===== config.mk =====
export PLATFORM = sky130hd
export DESIGN_NAME = regfile_wb_ctrl
export DESIGN_NICKNAME = d
export VERILOG_FILES = /design/src/rtl/regfile_wb_ctrl.sv
export SDC_FILE = /design/constraint.sdc
export NUM_CORES = 1
export LEC_CHECK = 0
export CORE_MARGIN = 2
export CORE_UTILIZATION = 54
export CTS_CLUSTER_DIAMETER = 80
export DETAILED_ROUTE_END_ITERATION = 8
export PLACE_DENSITY_LB_ADDON = 0.25
export SYNTH_ARGS = -nofsm -noshare
export SYNTH_HDL_FRONTEND = slang
export SYNTH_SLANG_ARGS = --single-unit

===== constraint.sdc =====
create_clock -name clk -period 2.8 [get_ports clk]
set_input_delay 0.56 -clock clk [delete_from_list [all_inputs] [get_ports clk]]
set_output_delay 0.56 -clock clk [all_outputs]
set_load 0.005 [all_outputs]

===== src/rtl/regfile_wb_ctrl.sv =====
// regfile_wb_ctrl: register-file write port owner; zero-init, then mem-priority writeback with ALU FIFO.
// Optional WB_FORWARD_EN adds a combinational forwarding lookup (fwd_addr/fwd_hit/fwd_data).
module regfile_wb_ctrl #(
  parameter int ADDR_W = 5,
  parameter int DATA_W = 32,
  parameter int NUM_REGS = 32,
  parameter int ALU_FIFO_DEPTH = 4
) (
  input  logic                              clk,
  input  logic                              rst,
  input  logic                              alu_valid,
  output logic                              alu_ready,
  input  logic [ADDR_W-1:0]                 alu_addr,
  input  logic [DATA_W-1:0]                 alu_data,
  input  logic                              mem_valid,
  output logic                              mem_ready,
  input  logic [ADDR_W-1:0]                 mem_addr,
  input  logic [DATA_W-1:0]                 mem_data,
  output logic                              write_enable,
  output logic [ADDR_W-1:0]                 write_addr,
  output logic [DATA_W-1:0]                 write_data,
  output logic                              init_done,
  output logic [$clog2(ALU_FIFO_DEPTH):0]   fifo_count
`ifdef WB_FORWARD_EN
  ,
  input  logic [ADDR_W-1:0]                 fwd_addr,
  output logic                              fwd_hit,
  output logic [DATA_W-1:0]                 fwd_data
`endif
);
  localparam int PW = $clog2(ALU_FIFO_DEPTH);
  localparam int CW = PW + 1;
  localparam int IW = ADDR_W + 1;
  typedef enum logic {INIT, RUN} state_t;
  state_t state, state_n;
  logic [IW-1:0] init_cnt;
  logic [PW-1:0] wptr, rptr;
  logic [ALU_FIFO_DEPTH-1:0] kill;
  logic [ADDR_W-1:0] fifo_addr [ALU_FIFO_DEPTH];
  logic [DATA_W-1:0] fifo_data [ALU_FIFO_DEPTH];
  logic run, init_wr, mem_acc, push, pop, stg_en;
  logic [ADDR_W-1:0] stg_addr;
  logic [DATA_W-1:0] stg_data;
  assign run = state == RUN;
  assign init_done = run;
  assign mem_ready = run;
  assign alu_ready = run && fifo_count != CW'(ALU_FIFO_DEPTH);
  always_comb begin
    init_wr = !run && init_cnt < IW'(NUM_REGS);
    state_n = (!run && !init_wr) ? RUN : state;
    mem_acc = run && mem_valid;
    push = run && alu_valid && alu_ready && alu_addr != '0;
    pop = run && !mem_valid && fifo_count != '0;
    stg_en = init_wr || (mem_acc && mem_addr != '0) || (pop && !kill[rptr]);
    stg_addr = init_wr ? init_cnt[ADDR_W-1:0] : mem_valid ? mem_addr : fifo_addr[rptr];
    stg_data = init_wr ? '0 : mem_valid ? mem_data : fifo_data[rptr];
  end
  always_ff @(posedge clk or posedge rst) begin
    if (rst) begin
      state <= INIT;
      init_cnt <= IW'(1);
      write_enable <= 1'b0;
      write_addr <= '0;
      write_data <= '0;
      wptr <= '0;
      rptr <= '0;
      fifo_count <= '0;
      kill <= '0;
    end else begin
      state <= state_n;
      init_cnt <= init_wr ? init_cnt + IW'(1) : init_cnt;
      write_enable <= stg_en;
      if (stg_en) begin
        write_addr <= stg_addr;
        write_data <= stg_data;
      end
      wptr <= push ? wptr + PW'(1) : wptr;
      rptr <= pop ? rptr + PW'(1) : rptr;
      fifo_count <= fifo_count + CW'(push) - CW'(pop);
      // an older queued ALU write to the same reg would clobber the newer load
      for (int i = 0; i < ALU_FIFO_DEPTH; i++)
        if (mem_acc && fifo_addr[i] == mem_addr) kill[i] <= 1'b1;
      if (push) kill[wptr] <= 1'b0;
    end
  end
  always_ff @(posedge clk) begin
    if (push) begin
      fifo_addr[wptr] <= alu_addr;
      fifo_data[wptr] <= alu_data;
    end
  end
`ifdef WB_FORWARD_EN
  logic [PW-1:0] idx;
  always_comb begin
    fwd_hit = 1'b0;
    fwd_data = '0;
    idx = rptr;
    for (int i = 0; i < ALU_FIFO_DEPTH; i++) begin
      idx = rptr + PW'(i);
      if (CW'(i) < fifo_count && !kill[idx] && fifo_addr[idx] == fwd_addr) begin
        fwd_hit = 1'b1;
        fwd_data = fifo_data[idx];
      end
    end
    if (stg_en && stg_addr == fwd_addr) begin
      fwd_hit = 1'b1;
      fwd_data = stg_data;
    end
    if (fwd_addr == '0) begin
      fwd_hit = 1'b0;
      fwd_data = '0;
    end
  end
`endif
endmodule


# [After elaboration in Yosys (flattened, before gate mapping)]
# Memory sizes are Yosys's and may differ from the RTL's.
# Cells that the tools add are included.
[word_totals] ff_bits=56 latch_bits=0 ram_bits=148 romBits=0 in_bits=78 out_inout_bits=44 word_cells=67 n_memories=2
[op_classes] n_addsub=5 mul=0 n_div=0 order_cmp=4 n_eq_ne=5 shift=0 muxes=15 n_bitwise=2 n_reduce_logical=25
[memory_table] memory="fifo_data" words=4 word_bits=32 rd=1 rd_ports_with_merged_regs=0 write_ports=1 line_no="40" rtl="logic [DATA_W-1:0] fifo_data [ALU_FIFO_DEPTH];"
[memory_table] memory="fifo_addr" words=4 word_bits=5 rd=5 rd_ports_with_merged_regs=0 write_ports=1 line_no="39" rtl="logic [ADDR_W-1:0] fifo_addr [ALU_FIFO_DEPTH];"
[ops] operator="$mux W32" count=2
[ops] operator="$eq A5 B5 Y1" count=4
[ops] operator="$logic_and A1 B1 Y1" count=16
[ops] operator="$mux W5" count=2
[ops] operator="$reduce_bool A5 Y1" count=2
[ops] operator="$mux W1" count=8
[ops] operator="$add A6 B1 Y6 const B" count=1
[ops] operator="$lt A2 B3 Y1 const B" count=2
[ops] operator="$lt A6 B6 Y1 const B" count=1
[ops] operator="$add A2 B1 Y2 const B" count=2
[ops] operator="$and A4 B4 Y4" count=1
[ops] operator="$logic_not A1 Y1" count=4
[ops] operator="$mux W4" count=1
[ops] operator="$not A4 Y4" count=1
[ops] operator="$add A3 B1 Y3" count=1
[ops] operator="$ne A3 B3 Y1 const B" count=1
[ops] operator="$reduce_bool A3 Y1" count=1
[ops] operator="$sub A3 B1 Y3" count=1
[ops] operator="$bmux W1 S2" count=1
[ops] operator="$demux W1 S2" count=1
[ops] operator="$ge A2 B1 Y1 const B" count=1
[ops] operator="$logic_or A1 B1 Y1" count=2

# [Depth between registers and ports, before layout]
# Gate-level depths: netlist of the first run.
[logic_depth] word_depth=7 depth_mapped=10 mapped_depth_nobuf=9

# [Worst setup path after synthesis of the first run]
# Ideal clock, no wire load.
[synth_timing] kind="register to register" start="register fifo_count[1]" end="memory fifo_addr[0][0] (enable)" setup_time_ps=398 arrival_time_ps=2244 t_required_ps=2402 setup_slack_ps=158 stages_incl_launch_ff=6 n_path_buf=1 synth_period_minus_slack_ps=2642 cell_sequence="dfrtp_1 nor2_1 a21boi_0 o211a_1 clkbuf_1 and2_1"
[synth_via] elab_chain_cells=6
[synth_lines] item="from (decl)" line_no="23" rtl="output logic [$clog2(ALU_FIFO_DEPTH):0] fifo_count"
[synth_lines] item="from (signal assigned)" line_no="79" rtl="fifo_count <= fifo_count + CW'(push) - CW'(pop);"
[synth_lines] item="$ne A3 B3 Y1" line_no="47" rtl="assign alu_ready = run && fifo_count != CW'(ALU_FIFO_DEPTH);"
[synth_lines] item="$logic_and A1 B1 Y1" line_no="47"
[synth_lines] item="via alu_ready" line_no="12" rtl="output logic alu_ready,"
[synth_lines] item="$logic_and A1 B1 Y1 (2 in series)" line_no="52" rtl="push = run && alu_valid && alu_ready && alu_addr != '0;"
[synth_lines] item="$mux W1" line_no="87" rtl="if (push) begin"
[synth_lines] item="$mux W1 (not written as such)" line_no="88" rtl="fifo_addr[wptr] <= alu_addr;"
[synth_lines] item="to (decl)" line_no="39"
# The timed path passes the listed nets, and every way through them passes these cells.

# [Final worst setup path of the first run]
[layout_timing] start="register state, in the netlist init_done" end="output port alu_ready"
[layout_via] elab_chain_cells=1
[layout_lines] item="from (decl)" line_no="35" rtl="state_t state, state_n;"
[layout_lines] item="from (signal assigned)" line_no="70" rtl="state <= state_n;"
[layout_lines] item="$logic_and A1 B1 Y1" line_no="47"
[layout_lines] item="to (decl)" line_no="12"
# Every way passes these cells.

==> results of run 1 <==
synth_stat cells:
cell type | instances | share of area [%]
sky130_fd_sc_hd__a221oi_1 | 1 | 0.10
sky130_fd_sc_hd__nand4_1 | 2 | 0.15
sky130_fd_sc_hd__a21boi_0 | 1 | 0.089
sky130_fd_sc_hd__xnor2_1 | 16 | 1.7
sky130_fd_sc_hd__nor2_1 | 8 | 0.35
sky130_fd_sc_hd__or4_4 | 1 | 0.13
sky130_fd_sc_hd__ha_1 | 6 | 0.88
sky130_fd_sc_hd__o211a_1 | 1 | 0.12
sky130_fd_sc_hd__buf_2 | 8 | 0.47
sky130_fd_sc_hd__nor4_1 | 3 | 0.22
sky130_fd_sc_hd__dfstp_2 | 1 | 0.31
sky130_fd_sc_hd__o311ai_2 | 1 | 0.19
sky130_fd_sc_hd__xor2_1 | 12 | 1.2
sky130_fd_sc_hd__fa_1 | 1 | 0.24
sky130_fd_sc_hd__a21oi_1 | 36 | 2.1
sky130_fd_sc_hd__and2_1 | 5 | 0.37
sky130_fd_sc_hd__edfxtp_1 | 148 | 52
sky130_fd_sc_hd__a31oi_1 | 8 | 0.59
sky130_fd_sc_hd__buf_6 | 4 | 0.53
sky130_fd_sc_hd__or2_2 | 1 | 0.074
sky130_fd_sc_hd__or4_1 | 1 | 0.089
sky130_fd_sc_hd__mux2_4 | 19 | 3.4
sky130_fd_sc_hd__inv_1 | 10 | 0.44
sky130_fd_sc_hd__a41oi_1 | 1 | 0.10
sky130_fd_sc_hd__mux4_2 | 38 | 10
sky130_fd_sc_hd__o211ai_2 | 1 | 0.15
sky130_fd_sc_hd__o21ai_2 | 1 | 0.10
sky130_fd_sc_hd__mux2_2 | 19 | 2.5
sky130_fd_sc_hd__buf_4 | 2 | 0.18
sky130_fd_sc_hd__nand2_1 | 80 | 3.5
sky130_fd_sc_hd__o21bai_1 | 1 | 0.089
sky130_fd_sc_hd__dfrtp_1 | 55 | 16
sky130_fd_sc_hd__o221a_2 | 1 | 0.13
sky130_fd_sc_hd__clkbuf_1 | 17 | 0.75
registers in the layout (all words and copies together), names as in the netlist:
register and cells:
write_enable 1, fifo_addr 20, write_data 32, write_addr 5
init_cnt 6, wptr 2, rptr 2, init_done 1
fifo_count 3, fifo_data 128, kill 4
power by group:
part,switching (mW),internal [mW],total (mW)
Sequential,0.358,4.06,4.41
Clock,1.09,1.77,2.86
Combinational,1.31,1.84,3.15
cells by family after synthesis:
logic type / count (synthesis)
xor+xnor: 28
simple gates: 101
mux: 76
fa+ha+maj: 7
flops: 204
buf+inv: 41
compound gates: 53
path summary, 6_finish.rpt:
kind | start | endpoint | cells past startpoint
max | init_done | alu_ready | 2
min | rst | write_data[7] | 3
max reg2reg | fifo_count[1] | fifo_count[2] | 7
min reg2reg | write_data[18] | write_data[18] | 1
max in group asynchronous | rst | init_cnt[0] | 3
min in group clk | write_data[18] | write_data[18] | 1
metrics by stage:
| step | util [%] | cell area, sq um | setup TNS (ps) |
|---|---|---|---|
| detailed placement | 66.1 | 10100 | -64.0 |
| finish | 70.7 | 10800 | 0 |
| global placement | 66.1 | 10100 | -30.1 |
| floorplan | - | 8480 | 0 |
| CTS | 70.7 | 10800 | 0 |
| global route | 70.7 | 10800 | 0 |
worst register-to-register path, stage by stage (launching register included):
cell	delay [ps]
sky130_fd_sc_hd__dfrtp_1	450
sky130_fd_sc_hd__o311ai_2	660
sky130_fd_sc_hd__xnor2_1	190
sky130_fd_sc_hd__ha_1	160
sky130_fd_sc_hd__inv_1	50
sky130_fd_sc_hd__fa_1	370
sky130_fd_sc_hd__xnor2_1	140
sky130_fd_sc_hd__xnor2_1	130
final cells by class:
cell class              instances  area (sq um)
multi-input cells             265          2460
flip-flops and latches        204          5850
well taps                     211           264
repair buffers                148          1470
fillers                      1013          4470
clock buffers                  25           551
inverters                      10          37.5
clock inverters                13           164
routing by layer:
layer | vias up | wire length (um) | track usage, %
met2 | 168 | 8450 | 35.9
met5 | - | 0 | 0
met4 | 0 | 293 | 4.86
met1 | 2423 | 7500 | 30.5
li1 | 2199 | - | -
met3 | 25 | 1080 | 3.72
==> results by stage, run 1 <==
CTS:
- The clock sink count is 204.
- Counting the buffers created by CTS gives 21.
- The CTS tree is built.
- Counting along the longest clock path gives a buffer depth of 3.
- The number of gates resized after CTS was 0.
- In this run the clock root is driven by a sky130_fd_sc_hd__clkbuf_16.
- The clock latency of the later-clocked register in the worst-skew pair is 490 ps.
- CTS built an H-tree with a depth of 1.
- The cts-stage hold buffer count is 0.
- The clock transition time at the flip-flop clock pins of the worst setup and hold paths is 60 ps.
- After clock tree synthesis, the setup repair step added 0 buffers.

Pwr:
- Across the VDD grid, the largest voltage drop is 0.577 mV.
- Power comes to 10.4 mW.
- The power per cell area is 967 mW/mm^2.
- The static power due to leakage is 4.00 nW.

Floorplanning:
- The die is 129 um wide.
- The area of the core is 0.0153 sq mm.
- Pin placement for this block handled 122 I/O pins.
- The starting density of the core is 55.6%.
- In this run the vertical extent of the chip is 129 um.
- The die area is 0.0167 sq mm.
- In this run the core area contains 45 standard-cell rows.

Synthesis:
- The synthesized netlist devotes 2.89% of its cell area to XOR and XNOR gates.
- The share of the Yosys chip area taken by registers is 68.9%.
- The complex-gate fraction of the synthesized area is 3.79%.
- The simple-gate area share of the yosys netlist is 4.93%.
- The cell count after synthesis is 510.
- The combined area of all synthesized cells is 0.00848 sq mm.
- The number of flip-flops and latches in the synthesized netlist is 204.
- The number of library cell types mapped by synthesis is 34.
- The count of yosys warnings during synthesis is 0.
- After Yosys synthesis, full adders, half adders and majority gates account for 1.12% of the synthesized area.
- Dividing the synthesized area by the synthesized cell count gives 16.6 sq um.
- The dominant combinational cell family by area after synthesis is multiplexers.
- The number of nets handed over by synthesis was 595.
- The fraction of synthesized area in multiplexers is 16.0%.

Critical path:
- Data arrives at the worst endpoint at 1890 ps.
- The endpoint class of the critical path is a primary output.
- The startpoint type of the worst setup path is a register.
- The minimum setup slack among reg-to-reg paths is 530 ps.
- The critical path required time is 2240 ps.
- The startpoint-to-endpoint class of the critical path is register to primary output.
- The highest-delay cell along the critical path is sky130_fd_sc_hd__clkdlybuf4s50_1.
- Walking the worst path, the cells encountered are a21boi_0 -> clkdlybuf4s50_1.
- Along the worst path, the maximum fanout reaches 7.
- The category of cells accounting for the largest share of critical-path delay is buffers and inverters.
- The longest individual stage delay on the worst path is 560 ps.
- The buffer and inverter count on the worst path is 1.

Detailed routing:
- The count of nets left with antenna violations once routing finished came out at 0.
- After detailed routing, the total wire length is 17300 um.
- The routed via count is 4815.
- The detailed-routing iteration count for the pre-antenna-repair pass is 5.
- The routed wirelength normalized by instance count is 19.8 um.
- After the first detailed-routing iteration, the DRC count stood at 261.
- The number of vias per cell is 5.50.
- The remaining design rule violation count is 0.

Place:
- Port buffering added 121 buffers.
- The placed wire-length estimate is 11200 um.
- The global placer's final weighted congestion is 0.837.
- The number of placed instances with taps included is 838.
- The minimum setup slack after placement is -64.0 ps.

Cells and area:
- The number of inserted diodes is 0.
- The area overhead of the layout relative to synthesis is 27.2%.
- In the layout the commonest cells are sky130_fd_sc_hd__edfxtp_1 (148), sky130_fd_sc_hd__clkdlybuf4s50_1 (120), sky130_fd_sc_hd__nand2_1 (80), sky130_fd_sc_hd__dfrtp_1 (53), sky130_fd_sc_hd__mux4_2 (38).
- For this run, the post-layout net count is 735.
- The final cell count without fillers is 876.
- The library cell used most frequently in the layout, excluding fill and tap cells, is sky130_fd_sc_hd__edfxtp_1.
- The fraction of layout instances using a drive strength above 1 is 22.6%.

Global route:
- The maximum number of pins on one net before global-route repair is 57.
- The number of global-route vias before repair was 5067.
- The initial antenna violation count is 0.
- The aggregate global-route resource usage is 21.6%.
- The total congestion overflow is 0.
- The first global-routing pass estimated 27500 um of wire.

Flow run:
- Across the run, the number of max-cap violations was 0.

Timing:
- Setup repair after global routing left no endpoint under its margin.
- The highest attainable clock frequency is 409 MHz.
- The worst path uses 87.4% of the clock period.
- In this run the tightest slew margin relative to its limit is 55.5%.
- The number of failing setup endpoints in the final timing report is 0.
- The count of final hold-check violations is 0.
- Between clock sinks in the finished design, the worst skew comes to 7.45 ps.
- Setup slack closes at 352 ps.
- The time the worst path needs with I/O delays and setup is 2450 ps.
- The number of pins with negative max-slew slack in the final report is 0.
- At the pin with the least slew margin, the transition time is 667 ps.
- Hold timing on the final database bottoms out at a slack of 458 ps.

Run status:
- The run finished with clean final reports.

Min path:
- The tightest min-delay check is of the primary input to async pin type.
Power figures use the tool's default switching activity.
==> run 2: changes to the inputs <==
Settings changed: CORE_UTILIZATION 54 to 55, DONT_BUFFER_PORTS from default to 1, SLEW_MARGIN from default to 40.
==> run 2 against run 1 <==
  * Total power is 10% lower
  * Setup slack better by 170 ps
  * Die area is 1.8% lower
  * Sequential share of layout area is 8.6 points higher
  * First-iteration DRC count is 0.77% lower
  * Critical path type is now register to register
  * Largest cell class unchanged
==> results by stage, run 2 (synthesis results as in run 1) <==
CTS:
- The clock transition time at the flip-flop clock pins of the worst setup and hold paths is 60 ps (about the same).
- The maximum root-to-sink buffer count is 3 (unchanged).
- The cts-stage hold buffer count is 0 (unchanged).
- The number of instances resized during post-cts repair is 0 (unchanged).
- The CTS tree is built.
- The number of H-tree levels was 1 (unchanged).
- The clock latency of the later-clocked register in the worst-skew pair was 470 ps (-20 ps).
- The clock sink count was 204 (unchanged).
- The number of CTS-inserted buffers is 21 (unchanged).
- The total setup buffers inserted after CTS is 0 (unchanged).
- The root buffer cell is sky130_fd_sc_hd__clkbuf_16.

Pwr:
- The design internal power is 6.81 mW (-11%).
- The part of the total power dissipated in the clock network is 27.5% (about the same).
- The power consumption was 9.38 mW (-10%).
- The power per cell area came to 1010 mW/mm^2 (+4.2%).
- The maximum vdd ir drop is 0.589 mV (+2.0%).
- The net switching fraction of the power is 27.4% (+0.89 points).
- The relative contribution of sequential cells to total power is 47.5% (+5.2 points).
- The switching power came to 2.57 mW (-7.1%).
- The proportion of power drawn by combinational gates is 25.0% (-5.2 points).
- The static power due to leakage came to 3.40 nW (-15%).

Place:
- The number of I/O port buffers is 0 (-100%).
- The global placer's final weighted congestion came to 0.825 (-1.5%).
- The placed wire-length estimate is 10300 um (-8.2%).
- The number of placed instances with taps included is 677 (-19%).
- The minimum setup slack after placement is 261 ps (+325 ps).

Detailed routing:
- The remaining design rule violation count is 0 (unchanged).
- The aggregate routed wire length was 16500 um (-4.8%).
- The number of vias per cell is 6.01 (+9.4%).
- The detailed-routing iteration count for the pre-antenna-repair pass is 6 (+1).
- The count of antenna-violating nets left after detailed routing is 0 (unchanged).
- The number of design-rule violations left by the first detailed-router iteration is 259 (-0.77%).
- The routed wirelength normalized by instance count is 23.1 um (+17%).
- The routed via count is 4293 (-11%).

Timing:
- The portion of the clock cycle consumed by the worst path in the final layout was 81.2% (-6.2 points).
- The number of failing setup endpoints in the final timing report came to 0 (unchanged).
- The highest attainable clock frequency is 440 MHz (+7.7%).
- The relative max-transition margin was 60.7% (+5.3 points).
- The worst-margin pin slew came to 589 ps (-77.8 ps).
- The setup skew after layout is 6.52 ps (-0.924 ps).
- Setup repair after global routing left no endpoint under its margin.
- The smallest setup slack after layout came to 527 ps (+175 ps).
- The sum of negative setup slack came to 0 ps (unchanged).
- The time the worst path needs with I/O delays and setup is 2270 ps (-175 ps).
- The count of final hold-check violations is 0 (unchanged).
- The number of pins with negative max-slew slack in the final report came to 0 (unchanged).

Global route:
- The maximum number of pins on one net before global-route repair is 57 (unchanged).
- The initial antenna violation count is 0 (unchanged).
- The number of global-route vias before repair is 4657 (-8.1%).
- The total congestion overflow was 0 (unchanged).
- The global-route wire length before repair came to 25800 um (-6.3%).
- The aggregate global-route resource usage was 20.8% (-0.80 points).

Cells and area:
- The area overhead of the layout relative to synthesis is 9.79%.
- The register area is 0.00585 sq mm (unchanged).
- The fraction of the core area covered by cells at the end of the flow is 61.5% (-9.2 points).
- The area used by multi-input combinational logic is 0.00246 sq mm (+0.20%).
- The net count reported at finish is 597 (-19%).
- The fraction of layout instances using a drive strength above 1 is 24.3% (+1.8 points).
- The number of inserted diodes is 0 (unchanged).
- The most common library cell in the layout ignoring fill and taps is sky130_fd_sc_hd__edfxtp_1.
- The largest registers in the layout are fifo_data x128, write_data x32, fifo_addr x20.
- The library cells used most frequently in the layout, excluding fill and tap cells, are sky130_fd_sc_hd__edfxtp_1 (148), sky130_fd_sc_hd__nand2_1 (80), sky130_fd_sc_hd__dfrtp_1 (53), sky130_fd_sc_hd__mux4_2 (38), sky130_fd_sc_hd__a21oi_1 (36).
- Counting flops per register, the top entry is fifo_data.
- The final cell count without fillers is 714 (-18%).
- The filler cell count in the final layout came to 1100 (+8.6%).
- The flip-flop count of the largest register after layout is 128 (unchanged).

Critical path:
- The worst register-to-register path begins at fifo_count[1].
- The worst setup path is launched from a register.
- STA classifies the critical path endpoint as a register.
- The arrival time of data at the critical path endpoint is 2660 ps (+770 ps).
- The critical path required time is 3190 ps (+950 ps).
- The capture instance of the worst register-to-register path is fifo_count[2].
- The minimum setup slack among reg-to-reg paths is 530 ps (about the same).
- The startpoint-to-endpoint class of the critical path is register to register.
- The worst reg-to-reg path cell count is 8 (+1).
- The highest fanout seen on the critical path is 5 (-2).

Floorplanning:
- The starting density of the core is 56.0% (+0.41 points).
- The number of top-level pins is 122 (unchanged).
- The die area is 0.0164 sq mm (-1.8%).
- The floorplan die width is 128 um (-0.89%).
- The die height is 128 um (-0.89%).
- The cell row count is 45 (unchanged).
- The area of the core is 0.0151 sq mm (-0.74%).

Run status:
- The run finished with clean final reports.

Min path:
- The path class of the lowest-slack min-delay path is primary input to async pin.

Flow run:
- The number of maximum-capacitance violations is 0 (unchanged).
==> run 2: changes by cell type in the layout (fill, tap and decap cells not counted), moves of 2 or more <==
cell	previous run	this run
sky130_fd_sc_hd__buf_12	5	1
sky130_fd_sc_hd__clkdlybuf4s50_1	120	0
sky130_fd_sc_hd__bufinv_16	4	1
sky130_fd_sc_hd__buf_6	0	2
sky130_fd_sc_hd__and2_2	4	0
sky130_fd_sc_hd__and2_4	0	4
sky130_fd_sc_hd__clkbuf_1	3	7
sky130_fd_sc_hd__buf_4	22	7
==> run 2: worst max-delay path by stage <==
stage	startpoint	end	slack [ps]
final	fifo_count[1]	fifo_count[2]	530
after detailed placement	alu_addr[0]	fifo_count[2]	260
after global routing	fifo_count[1]	fifo_count[2]	310
after CTS	fifo_count[1]	fifo_count[2]	500
after global placement	alu_addr[0]	fifo_data[0][11]	250
after floorplan	fifo_count[1]	fifo_addr[0][0]	160
==> run 2: final cells by class <==
type	count	share of cell area, %
Inverter	10	0.403
Multi-Input combinational cell	265	26.4
Clock inverter	7	0.605
Clock buffer	30	6.22
Sequential cell	204	62.8
Tap cell	188	2.53
Timing Repair Buffer	10	1.02
==> run 2: critical path, cell delays in order, from the launching register on <==
cell and delay [ps]:
sky130_fd_sc_hd__dfrtp_1 370, sky130_fd_sc_hd__buf_4 160, sky130_fd_sc_hd__o311ai_2 560, sky130_fd_sc_hd__xnor2_1 180
sky130_fd_sc_hd__ha_1 160, sky130_fd_sc_hd__inv_1 50, sky130_fd_sc_hd__fa_1 380, sky130_fd_sc_hd__xnor2_1 180
sky130_fd_sc_hd__xnor2_1 140
==> run 2: routing by layer <==
layer	up-vias	part of all wire [%]	global-route usage (%)
li1	1917	-	-
met1	2214	41	27.8
met2	149	50	34.8
met3	13	8.4	5.84
met4	0	0.87	3.88
met5	-	0	0
==> run 2: through the flow <==
step	instance area (sq um)	hold slack, ps
floorplan	8480	444
global placement	8670	501
detailed placement	8670	502
CTS	9310	163
global route	9310	145
finish	9310	103
==> run 2: power groups by stage <==
stage | clock network, mW | registers [mW] | logic (mW)
6_report | 2.58 | 4.46 | 2.34
4_1_cts | 2.62 | 4.47 | 2.40
5_1_grt | 2.74 | 4.53 | 2.58
3_5_place_dp | 0 | 4.52 | 2.39
2_1_floorplan | 0 | 4.39 | 1.92
3_3_place_gp | 0 | 4.48 | 2.32
